### src/rtl/microwave_cook_ctrl_if.sv
// Keypad, button and door inputs plus magnetron, display and beeper outputs of the cook sequencer.
// The bench or panel logic uses the master side; microwave_cook_ctrl uses the slave side.
interface microwave_cook_ctrl_if;
  logic       startN;
  logic       stopN;
  logic       clearN;
  logic       door_closed;
  logic       key_valid;
  logic [3:0] key_digit;
  logic       mag_on;
  logic       timer_done;
  logic [1:0] state;
  logic [3:0] min_tens;
  logic [3:0] min_ones;
  logic [3:0] sec_tens;
  logic [3:0] sec_ones;
  logic       beep;

  modport master (
    output startN, stopN, clearN, door_closed, key_valid, key_digit,
    input  mag_on, timer_done, state, min_tens, min_ones, sec_tens, sec_ones, beep
  );

  modport slave (
    input  startN, stopN, clearN, door_closed, key_valid, key_digit,
    output mag_on, timer_done, state, min_tens, min_ones, sec_tens, sec_ones, beep
  );
endinterface

### src/rtl/microwave_cook_ctrl.sv
// Cook-time sequencer: BCD MM:SS entry, prescaled countdown, magnetron enable and expiry pulse; MICROWAVE_BEEP_EN adds the end-of-cook beeper.
// Latency: mag_on rises one cycle after the start edge is detected; no backpressure, key strobes outside IDLE are dropped.
module microwave_cook_ctrl #(
  parameter int TICK_DIV    = 100,
  parameter int BEEP_CYCLES = 50
) (
  input  logic                 clk,
  input  logic                 resetN,
  microwave_cook_ctrl_if.slave bus
);

  typedef enum logic [1:0] {
    IDLE  = 2'd0,
    COOK  = 2'd1,
    PAUSE = 2'd2,
    DONE  = 2'd3
  } cookState;

  localparam int PRE_W = (TICK_DIV > 1) ? $clog2(TICK_DIV) : 1;
  localparam logic [PRE_W-1:0] PRE_LAST = PRE_W'(TICK_DIV - 1);

  cookState         curState;
  logic [PRE_W-1:0] preCnt;
  logic [3:0]       minT, minO, secT, secO;
  logic [3:0]       decMinT, decMinO, decSecT, decSecO;
  logic             magOn, doneP;
  logic             startSync, startPrev;
  logic             startEvt, digitsNz, decZero, tickWrap, keyOk, goDone;

  // startN is registered twice so the edge detector never sees the raw pin.
  always_ff @(posedge clk or negedge resetN) begin
    if (!resetN) begin
      startSync <= 1'b1;
      startPrev <= 1'b1;
    end else begin
      startSync <= bus.startN;
      startPrev <= startSync;
    end
  end

  assign startEvt = startPrev & ~startSync;
  assign digitsNz = |{minT, minO, secT, secO};
  assign tickWrap = (curState == COOK) && (preCnt == PRE_LAST);
  assign keyOk    = (curState == IDLE) && bus.key_valid && (bus.key_digit <= 4'd9);

  always_comb begin
    decMinT = minT;
    decMinO = minO;
    decSecT = secT;
    decSecO = secO;
    if (secO != 4'd0) begin
      decSecO = secO - 4'd1;
    end else if (secT != 4'd0) begin
      decSecT = secT - 4'd1;
      decSecO = 4'd9;
    end else if (minO != 4'd0) begin
      decMinO = minO - 4'd1;
      decSecT = 4'd5;
      decSecO = 4'd9;
    end else if (minT != 4'd0) begin
      decMinT = minT - 4'd1;
      decMinO = 4'd9;
      decSecT = 4'd5;
      decSecO = 4'd9;
    end
  end

  assign decZero = ~|{decMinT, decMinO, decSecT, decSecO};

  // Expiry from COOK, or a resume request from PAUSE with nothing left on the clock.
  assign goDone = ((curState == COOK) && bus.clearN && bus.stopN && bus.door_closed &&
                   tickWrap && decZero) ||
                  ((curState == PAUSE) && bus.clearN && bus.stopN && bus.door_closed &&
                   startEvt && !digitsNz);

  always_ff @(posedge clk or negedge resetN) begin
    if (!resetN) begin
      curState <= IDLE;
      preCnt   <= '0;
      minT     <= 4'd0;
      minO     <= 4'd0;
      secT     <= 4'd0;
      secO     <= 4'd0;
      magOn    <= 1'b0;
      doneP    <= 1'b0;
    end else begin
      doneP <= 1'b0;
      case (curState)
        IDLE: begin
          if (!bus.clearN) begin
            {minT, minO, secT, secO} <= 16'd0;
          end else if (startEvt && bus.stopN && bus.door_closed && digitsNz) begin
            curState <= COOK;
            preCnt   <= '0;
            magOn    <= 1'b1;
          end else if (keyOk) begin
            minT <= minO;
            minO <= secT;
            secT <= secO;
            secO <= bus.key_digit;
          end
        end

        COOK: begin
          // The cycle that sees stop/door still counts; only PAUSE freezes the prescaler.
          if (tickWrap) begin
            preCnt <= '0;
            if (digitsNz) begin
              {minT, minO, secT, secO} <= {decMinT, decMinO, decSecT, decSecO};
            end
          end else begin
            preCnt <= preCnt + PRE_W'(1);
          end

          if (!bus.clearN) begin
            curState                 <= IDLE;
            magOn                    <= 1'b0;
            {minT, minO, secT, secO} <= 16'd0;
          end else if (!bus.stopN || !bus.door_closed) begin
            curState <= PAUSE;
            magOn    <= 1'b0;
          end else if (goDone) begin
            curState <= DONE;
            magOn    <= 1'b0;
            doneP    <= 1'b1;
          end
        end

        PAUSE: begin
          if (!bus.clearN || !bus.stopN) begin
            curState                 <= IDLE;
            {minT, minO, secT, secO} <= 16'd0;
          end else if (goDone) begin
            curState <= DONE;
            doneP    <= 1'b1;
          end else if (startEvt && bus.door_closed) begin
            curState <= COOK;
            magOn    <= 1'b1;
          end
        end

        DONE: begin
          curState <= IDLE;
        end

        default: begin
          curState <= IDLE;
          magOn    <= 1'b0;
        end
      endcase
    end
  end

  assign bus.mag_on     = magOn;
  assign bus.timer_done = doneP;
  assign bus.state      = curState;
  assign bus.min_tens   = minT;
  assign bus.min_ones   = minO;
  assign bus.sec_tens   = secT;
  assign bus.sec_ones   = secO;

`ifdef MICROWAVE_BEEP_EN
  localparam int BEEP_W = $clog2(BEEP_CYCLES + 1);

  logic [BEEP_W-1:0] beepCnt;

  always_ff @(posedge clk or negedge resetN) begin
    if (!resetN) begin
      beepCnt <= '0;
    end else if (goDone) begin
      beepCnt <= BEEP_W'(BEEP_CYCLES);
    end else if (!bus.clearN || startEvt) begin
      beepCnt <= '0;
    end else if (beepCnt != '0) begin
      beepCnt <= beepCnt - BEEP_W'(1);
    end
  end

  assign bus.beep = (beepCnt != '0);
`else
  // No beeper built; the comparison only keeps BEEP_CYCLES referenced and is constant 0.
  assign bus.beep = (BEEP_CYCLES < 0);
`endif

endmodule

### src/flat_wrapper.sv
// flat-port wrapper written by rule: the top's interface ports become plain ports
module microwave_cook_ctrl_flat 
#(
  parameter int TICK_DIV    = 100,
  parameter int BEEP_CYCLES = 50
)
  (clk, resetN, bus_startN, bus_stopN, bus_clearN, bus_door_closed, bus_key_valid, bus_key_digit, bus_mag_on, bus_timer_done, bus_state, bus_min_tens, bus_min_ones, bus_sec_tens, bus_sec_ones, bus_beep);
  microwave_cook_ctrl_if bus_i ();
  input  logic clk;
  input  logic resetN;
  input wire logic [$bits(bus_i.startN)-1:0] bus_startN;
  input wire logic [$bits(bus_i.stopN)-1:0] bus_stopN;
  input wire logic [$bits(bus_i.clearN)-1:0] bus_clearN;
  input wire logic [$bits(bus_i.door_closed)-1:0] bus_door_closed;
  input wire logic [$bits(bus_i.key_valid)-1:0] bus_key_valid;
  input wire logic [$bits(bus_i.key_digit)-1:0] bus_key_digit;
  output wire logic [$bits(bus_i.mag_on)-1:0] bus_mag_on;
  output wire logic [$bits(bus_i.timer_done)-1:0] bus_timer_done;
  output wire logic [$bits(bus_i.state)-1:0] bus_state;
  output wire logic [$bits(bus_i.min_tens)-1:0] bus_min_tens;
  output wire logic [$bits(bus_i.min_ones)-1:0] bus_min_ones;
  output wire logic [$bits(bus_i.sec_tens)-1:0] bus_sec_tens;
  output wire logic [$bits(bus_i.sec_ones)-1:0] bus_sec_ones;
  output wire logic [$bits(bus_i.beep)-1:0] bus_beep;
  assign bus_i.startN = bus_startN;
  assign bus_i.stopN = bus_stopN;
  assign bus_i.clearN = bus_clearN;
  assign bus_i.door_closed = bus_door_closed;
  assign bus_i.key_valid = bus_key_valid;
  assign bus_i.key_digit = bus_key_digit;
  assign bus_mag_on = bus_i.mag_on;
  assign bus_timer_done = bus_i.timer_done;
  assign bus_state = bus_i.state;
  assign bus_min_tens = bus_i.min_tens;
  assign bus_min_ones = bus_i.min_ones;
  assign bus_sec_tens = bus_i.sec_tens;
  assign bus_sec_ones = bus_i.sec_ones;
  assign bus_beep = bus_i.beep;
  microwave_cook_ctrl #(.TICK_DIV(TICK_DIV), .BEEP_CYCLES(BEEP_CYCLES)) u_core (.clk(clk), .resetN(resetN), .bus(bus_i));
endmodule
### config.mk
export PLATFORM = sky130hd
export DESIGN_NAME = microwave_cook_ctrl_flat
export DESIGN_NICKNAME = d
export VERILOG_FILES = /design/src/rtl/microwave_cook_ctrl_if.sv /design/src/rtl/microwave_cook_ctrl.sv /design/src/flat_wrapper.sv
export SDC_FILE = /design/constraint.sdc
export NUM_CORES = 1
export LEC_CHECK = 0
export CAP_MARGIN = 20
export CORE_MARGIN = 10
export CORE_UTILIZATION = 45
export DETAILED_ROUTE_END_ITERATION = 8
export PLACE_DENSITY_LB_ADDON = 0.08
export RECOVER_POWER = 25
export SLEW_MARGIN = 20
export SYNTH_ARGS = -nofsm -noshare
export SYNTH_HDL_FRONTEND = slang
export SYNTH_SLANG_ARGS = --single-unit
### constraint.sdc
create_clock -name clk -period 4.45 [get_ports clk]
set_clock_uncertainty 0.15 [all_clocks]
set_input_delay 1.335 -clock clk [delete_from_list [all_inputs] [get_ports clk]]
set_output_delay 1.335 -clock clk [all_outputs]
set_load 0.05 [all_outputs]
[Word level (Yosys, flattened, before mapping)]
Index checks and enable logic that the tools add are counted.
Word-level totals
  flip-flop bits (word level): 29
  output and inout bits: 21
Cells by class
  equal/unequal tests: 16
  bitwise operators: 2
  add/sub/neg operators: 5
  muxes and demuxes: 72
  magnitude comparators: 1
  reduce and logical (&&, ||, !) cells: 38
Operator list (count)
  $mux W4: 41
  $pmux W4 S3: 4
  $reduce_or A16 Y1: 2
  $mux W7: 3
  $logic_and A1 B1 Y1: 17
  $mux W2: 8
  $reduce_bool A4 Y1: 4
  $sub A4 B1 Y4 const B: 4
  $pmux W7 S2: 1
  $mux W1: 12
  $ne A2 B2 Y1 const B: 6
  $ne A3 B2 Y1 const B: 3
  $ne A4 B3 Y1 const B: 2
  $pmux W2 S4: 1
  $add A7 B1 Y7 const B: 1
  $eq A7 B7 Y1 const B: 1
  $reduce_and A7 Y1: 1
  $reduce_and A6 Y1: 1
  $logic_not A1 Y1: 5
  $eq A2 B2 Y1 const B: 2
  $le A4 B4 Y1 const B: 1
  $reduce_and A4 Y1: 1
  $logic_or A1 B1 Y1: 3
  $ne A3 B3 Y1 const B: 1
  9 further kinds: 9

[Longest topological paths before layout]
  depth in word-level cells: 13
  gate-level depth with buffers: 10
  depth with buffers taken out: 9

[Worst setup path before layout]
OpenSTA, ideal clock, no wires.
  path type: flip-flop to flip-flop
  from: reg u_core.secO[0], in the netlist u_core.bus.sec_ones[0]
  to: reg u_core.magOn, in the netlist u_core.bus.mag_on
  period minus slack after synthesis: 3.045 ns
  path slack: 1.405 ns
  path buffers: 1
  stages on the path, launching flop included: 11
  required time: 4.180 ns
  arrival: 2.775 ns
  setup time: 0.120 ns
  cell sequence: dfrtp_1 > inv_1 > ha_1 > or3b_4 > clkbuf_1 > nor4_1 > mux2i_1 > o21ai_0 > nor4_2 > nor2_1 > a31o_1
Between the ends
  longest elaborated chain between the ends: 10
RTL lines
  from (decl): RTL line microwave_cook_ctrl.sv:24  | logic [3:0] minT, minO, secT, secO;
  from (signal assigned): RTL line microwave_cook_ctrl.sv:100  | secO <= bus.key_digit;
  from (signal assigned): RTL line microwave_cook_ctrl.sv:109  | {minT, minO, secT, secO} <= {decMinT, decMinO, decSecT, decSecO};
  branches (longest 9 deep; another with $sub A4 B1 Y4)
  $reduce_and A7 Y1 (no line) *
  to (signal assigned): RTL line microwave_cook_ctrl.sv:84  | magOn <= 1'b0;
  to (signal assigned): RTL line microwave_cook_ctrl.sv:95  | magOn <= 1'b1;
  to (signal assigned): RTL line microwave_cook_ctrl.sv:117  | magOn <= 1'b0;
  to (decl): RTL line microwave_cook_ctrl.sv:26  | logic magOn, doneP;
Every way passes the cells marked *.
A chain may end at the register's enable or synchronous reset.

[Worst setup path in the final report]
  from: reg u_core.secO[0], in the netlist u_core.bus.sec_ones[0]
  to: reg u_core.minT[0], in the netlist u_core.bus.min_tens[0]
Between the ends
  longest elaborated chain between the ends: 6
RTL lines
  $reduce_bool A4 Y1: RTL line microwave_cook_ctrl.sv:51  | if (secO != 4'd0) begin
  $mux W4: RTL line microwave_cook_ctrl.sv:51
  $mux W4: RTL line microwave_cook_ctrl.sv:108  | if (digitsNz) begin
  $mux W4: RTL line microwave_cook_ctrl.sv:106  | if (tickWrap) begin
  $mux W4: RTL line microwave_cook_ctrl.sv:115  | if (!bus.clearN) begin
  $pmux W4 S3: RTL line microwave_cook_ctrl.sv:88  | case (curState)
  to (signal assigned): RTL line microwave_cook_ctrl.sv:97  | minT <= minO;
  to (signal assigned): RTL line microwave_cook_ctrl.sv:109
  to (decl): RTL line microwave_cook_ctrl.sv:24
Parallel ways exist; a longest one is shown, timed or not. The select of a mux whose other input is x is not followed.

==> report_table.html <==
<table>
<tr><th>Metric</th><th>Value</th></tr>
<tr><th colspan="2">STA</th></tr>
<tr><td>Final min period</td><td>3.32 ns</td></tr>
<tr><td>Worst Max-Slew Pin Slew</td><td>1.55 ns</td></tr>
<tr><td>Maximum operating frequency</td><td>around 300 MHz</td></tr>
<tr><td>Total negative setup slack</td><td>0 ns</td></tr>
<tr><td>Slew Viols, Final</td><td>30</td></tr>
<tr><td>Final setup violation count</td><td>0</td></tr>
<tr><td>Final Cycle Share</td><td>between 70% and 80%</td></tr>
<tr><td>Unrepaired setup endpoints after global routing</td><td>no</td></tr>
<tr><td>Number of hold violations in the final report</td><td>0</td></tr>
<tr><td>WHS</td><td>about 0.22 ns</td></tr>
<tr><td>Worst slew margin relative to its limit</td><td>-3.35%</td></tr>
<tr><th colspan="2">Setup path</th></tr>
<tr><td>Crit path required time</td><td>roughly 4.5 ns</td></tr>
<tr><td>Endpoint class of the critical path</td><td>flop</td></tr>
<tr><td>Arrival time of data at the critical path endpoint</td><td>about 3.4 ns</td></tr>
<tr><td>Critical path start-end classification</td><td>reg -&gt; reg</td></tr>
<tr><td>Critical Path Start Type</td><td>flop</td></tr>
<tr><td>Worst-path fanout max</td><td>30</td></tr>
<tr><td>Count of cells along the worst register-to-register path</td><td>10</td></tr>
<tr><th colspan="2">Clock network</th></tr>
<tr><td>Htree depth</td><td>2</td></tr>
<tr><td>Post-cts sizing count</td><td>0</td></tr>
<tr><td>Master cell of the clock root buffer</td><td>clkbuf_8</td></tr>
<tr><td>Inserted Clock Buffers</td><td>5</td></tr>
<tr><td>Post-CTS setup buffer count</td><td>0</td></tr>
<tr><td>CTS sink count</td><td>29</td></tr>
<tr><td>TritonCTS clock tree</td><td>built</td></tr>
<tr><td>CTS clock-pin slew for the worst setup and hold paths</td><td>approximately 0.07 ns</td></tr>
<tr><td>Worst-skew pair later-pin latency</td><td>between 0.2 and 0.3 ns</td></tr>
<tr><td>Hold buffer count at cts</td><td>0</td></tr>
<tr><td>Maximum clock insertion buffer count</td><td>2</td></tr>
<tr><th colspan="2">Finish</th></tr>
<tr><td>Share of layout cells above drive strength 1</td><td>around 8.5%</td></tr>
<tr><td>Non-filler instance count after layout</td><td>348</td></tr>
<tr><td>Total of fill cells in the finished design</td><td>~470</td></tr>
<tr><td>ANT cells</td><td>0</td></tr>
<tr><td>Area Overhead vs Synth</td><td>18.9%</td></tr>
<tr><td>Area taken by multi-input logic gates</td><td>1320 µm²</td></tr>
<tr><td>Seq. cell area</td><td>approximately 730 µm²</td></tr>
<tr><td>Final #Nets</td><td>around 320</td></tr>
<tr><th colspan="2">Floorplan</th></tr>
<tr><td>Boundary Pins</td><td>32</td></tr>
<tr><td>Number of rows created at floorplan</td><td>25</td></tr>
<tr><td>Area of the placeable core</td><td>4690 µm²</td></tr>
<tr><td>Vertical die dimension</td><td>just under 90 µm</td></tr>
<tr><td>Die boundary width</td><td>89.4 µm</td></tr>
<tr><td>Die Outline Area</td><td>between 7000 and 8000 µm²</td></tr>
<tr><td>Initial core utilization</td><td>between 40% and 50%</td></tr>
<tr><th colspan="2">Logic synthesis</th></tr>
<tr><td>Flip-flop and latch count after synthesis</td><td>29</td></tr>
<tr><td>Mean instance size in the synthesized netlist</td><td>just over 8 µm²</td></tr>
<tr><td>Main synth FF type</td><td>dfrtp_1</td></tr>
<tr><td>Area of the mapped netlist</td><td>~2200 µm²</td></tr>
<tr><td>Distinct cell type count after synthesis</td><td>52</td></tr>
<tr><td>Sequential fraction of the synthesis area</td><td>between 30 and 40%</td></tr>
<tr><td>Total nets after synthesis</td><td>roughly 290</td></tr>
<tr><td>Total number of yosys warnings</td><td>0</td></tr>
<tr><td>Async set-reset flop share out of synthesis</td><td>100%</td></tr>
<tr><td>Gate Count Post-Synth</td><td>about 270</td></tr>
<tr><td>EDFF count, synth</td><td>0</td></tr>
<tr><th colspan="2">Global routing</th></tr>
<tr><td>Maximum number of pins on one net before global-route repair</td><td>31</td></tr>
<tr><td>Global Route Usage Sum</td><td>between 10% and 20%</td></tr>
<tr><td>Antenna violations before repair</td><td>0</td></tr>
<tr><td>Wire length of the first global-routing pass</td><td>approximately 9.3 mm</td></tr>
<tr><td>Remaining global-route overflow</td><td>0</td></tr>
<tr><td>Vias in the first global route</td><td>a little under 2000</td></tr>
<tr><th colspan="2">Place</th></tr>
<tr><td>Input/output buffers</td><td>30</td></tr>
<tr><td>GPL Wtd Cong</td><td>roughly 0.86</td></tr>
<tr><td>Number of instances in the placed design</td><td>340</td></tr>
<tr><td>Detailed placer's ending HPWL</td><td>4.04 mm</td></tr>
<tr><th colspan="2">Outcome</th></tr>
<tr><td>Failing checks</td><td>max-capacitance violations, max-slew violations</td></tr>
<tr><td>Status</td><td>complete, but fails checks</td></tr>
<tr><th colspan="2">Power and ir drop</th></tr>
<tr><td>LEAKAGE</td><td>between 1 and 1.5 nW</td></tr>
<tr><td>Highest ir drop seen on vdd</td><td>approximately 510 µV</td></tr>
<tr><td>Power density over the cells</td><td>roughly 760 nW/µm²</td></tr>
<tr><th colspan="2">Route</th></tr>
<tr><td>Number of detailed-route iterations in the first pass</td><td>4</td></tr>
<tr><td>Via count</td><td>2024</td></tr>
<tr><td>Antenna-violating nets left</td><td>0</td></tr>
<tr><td>Sum of routed wire length over all layers</td><td>between 5 and 6 mm</td></tr>
<tr><td>Post-detailed-route via-to-cell ratio</td><td>around 5.8</td></tr>
<tr><td>Average wire per standard cell</td><td>15.9 µm</td></tr>
<tr><td>Post-route DRC</td><td>0</td></tr>
<tr><td>Violation count after the first detailed-routing iteration</td><td>between 80 and 90</td></tr>
<tr><th colspan="2">Worst hold path</th></tr>
<tr><td>Hold WC Path Type</td><td>reg -&gt; reg</td></tr>
<tr><td>WHS Path Cells</td><td>0</td></tr>
<tr><th colspan="2">Flow run</th></tr>
<tr><td>Max-cap viol count</td><td>1</td></tr>
</table>
metrics by stage:
step | util (%) | area, µm² | setup WS [ns] | power [W]
floorplan | - | 2170 | 1.40 | 0.00141
global placement | 53.2 | 2500 | 1.04 | 0.00174
detailed placement | 53.2 | 2500 | 0.907 | 0.00174
CTS | 55.0 | 2580 | 1.18 | 0.00197
global route | 55.0 | 2580 | 0.913 | 0.00212
finish | 55.0 | 2580 | 1.13 | 0.00195
where the power goes:
group	total (W)	internal [W]	leakage, nW	switching (W)
registers	0.000468	0.000342	0.377	0.000126
clock network	0.000216	0.000108	0.0439	0.000108
logic	0.00127	0.000459	0.603	0.000812
total	0.00195	0.000908	1.02	0.00105
cells in the mapped netlist, types with 4 or more instances:
cell,count,area (µm²)
nor2b_1,7,43.8
and3_1,7,43.8
a21oi_1,20,100
inv_1,13,48.8
dfrtp_1,27,676
nand2_1,32,120
nor3_1,8,40.0
o21a_1,4,30.0
mux2i_1,4,40.0
a22o_1,5,43.8
clkbuf_1,6,22.5
nand3_1,8,40.0
o31ai_1,5,37.5
o21ai_0,27,135
buf_2,6,30.0
o21ai_1,6,30.0
ha_1,11,138
nor2_1,20,75.1
nor4_1,4,25.0
critical path, cell delays in order (launching register included):
cell	delay, ns
dfrtp_1	0.45
inv_1	0.14
ha_1	0.24
nor3b_2	0.59
nand4_2	0.39
nand2_1	0.25
a31oi_1	0.12
nor3_2	0.12
buf_4	0.32
o21ai_0	0.18
a22o_1	0.26
flip-flops by register name, indices dropped and copies added, names as in the netlist:
register               count
u_core.bus.timer_done      1
u_core.bus.min_ones        4
u_core.bus.state           2
u_core.startPrev           1
u_core.bus.sec_tens        4
u_core.bus.mag_on          1
u_core.preCnt              7
u_core.startSync           1
u_core.bus.sec_ones        4
u_core.bus.min_tens        4
layout make-up:
type / count / share of cell area, %
Multi-Input combinational cell: 210 / 51.2
Sequential cell: 29 / 28.2
Timing Repair Buffer: 34 / 12.7
Tap cell: 54 / 2.62
Inverter: 13 / 1.89
Clock buffer: 5 / 2.67
Clock inverter: 3 / 0.679
worst paths after layout:
path	slack, ns	to	start
setup / recovery	1.13	u_core.bus.min_tens[0]$_DFFE_PN0P_	u_core.bus.sec_ones[0]$_DFFE_PN0P_
hold / removal	0.22	u_core.startPrev$_DFF_PN1_	u_core.startSync$_DFF_PN1_
setup reg to reg	1.13	u_core.bus.min_tens[0]$_DFFE_PN0P_	u_core.bus.sec_ones[0]$_DFFE_PN0P_
hold reg to reg	0.22	u_core.startPrev$_DFF_PN1_	u_core.startSync$_DFF_PN1_
max in group asynchronous	1.43	u_core.bus.sec_tens[0]$_DFFE_PN0P_	resetN
min in group asynchronous	1.81	u_core.preCnt[4]$_DFFE_PN0P_	resetN
cell families (layout without fill, tap and decap cells):
group | count (synthesis) | in the layout | share of synthesized area (%)
DFF | 29 | 29 | 33.6
muxes | 5 | 5 | 2.36
other | 1 | 1 | 0.173
and+or+nand+nor | 108 | 108 | 27.3
buffers and inverters | 27 | 55 | 5.54
AOI/OAI and AO/OA | 85 | 85 | 24.7
adders and majority gates | 11 | 11 | 6.34
metal layers:
| layer | track usage, % | up-vias | share of wire (%) |
|---|---|---|---|
| met5 | 0 | - | 0 |
| li1 | - | 1025 | - |
| met2 | 23.3 | 37 | 46 |
| met3 | 5.10 | 7 | 6.7 |
| met1 | 18.1 | 955 | 46 |
| met4 | 4.34 | 0 | 1.3 |
cell usage in the layout (no fill, tap or decap), types with 3 or more instances in the layout:
cell / count
a32oi_1: 3
nor3_1: 8
nand2b_1: 3
o21a_1: 4
nand2_1: 32
nand3_1: 8
dfrtp_1: 27
o31ai_1: 5
nor2b_1: 7
nor4_1: 4
inv_1: 13
buf_4: 3
nor2_1: 20
o21ai_0: 27
and3_1: 7
clkdlybuf4s50_1: 28
clkbuf_8: 5
a21oi_1: 20
ha_1: 11
mux2i_1: 4
a22o_1: 5
o21ai_1: 6
nor3b_2: 3
Note: power is estimated with default switching activity, not from simulation.
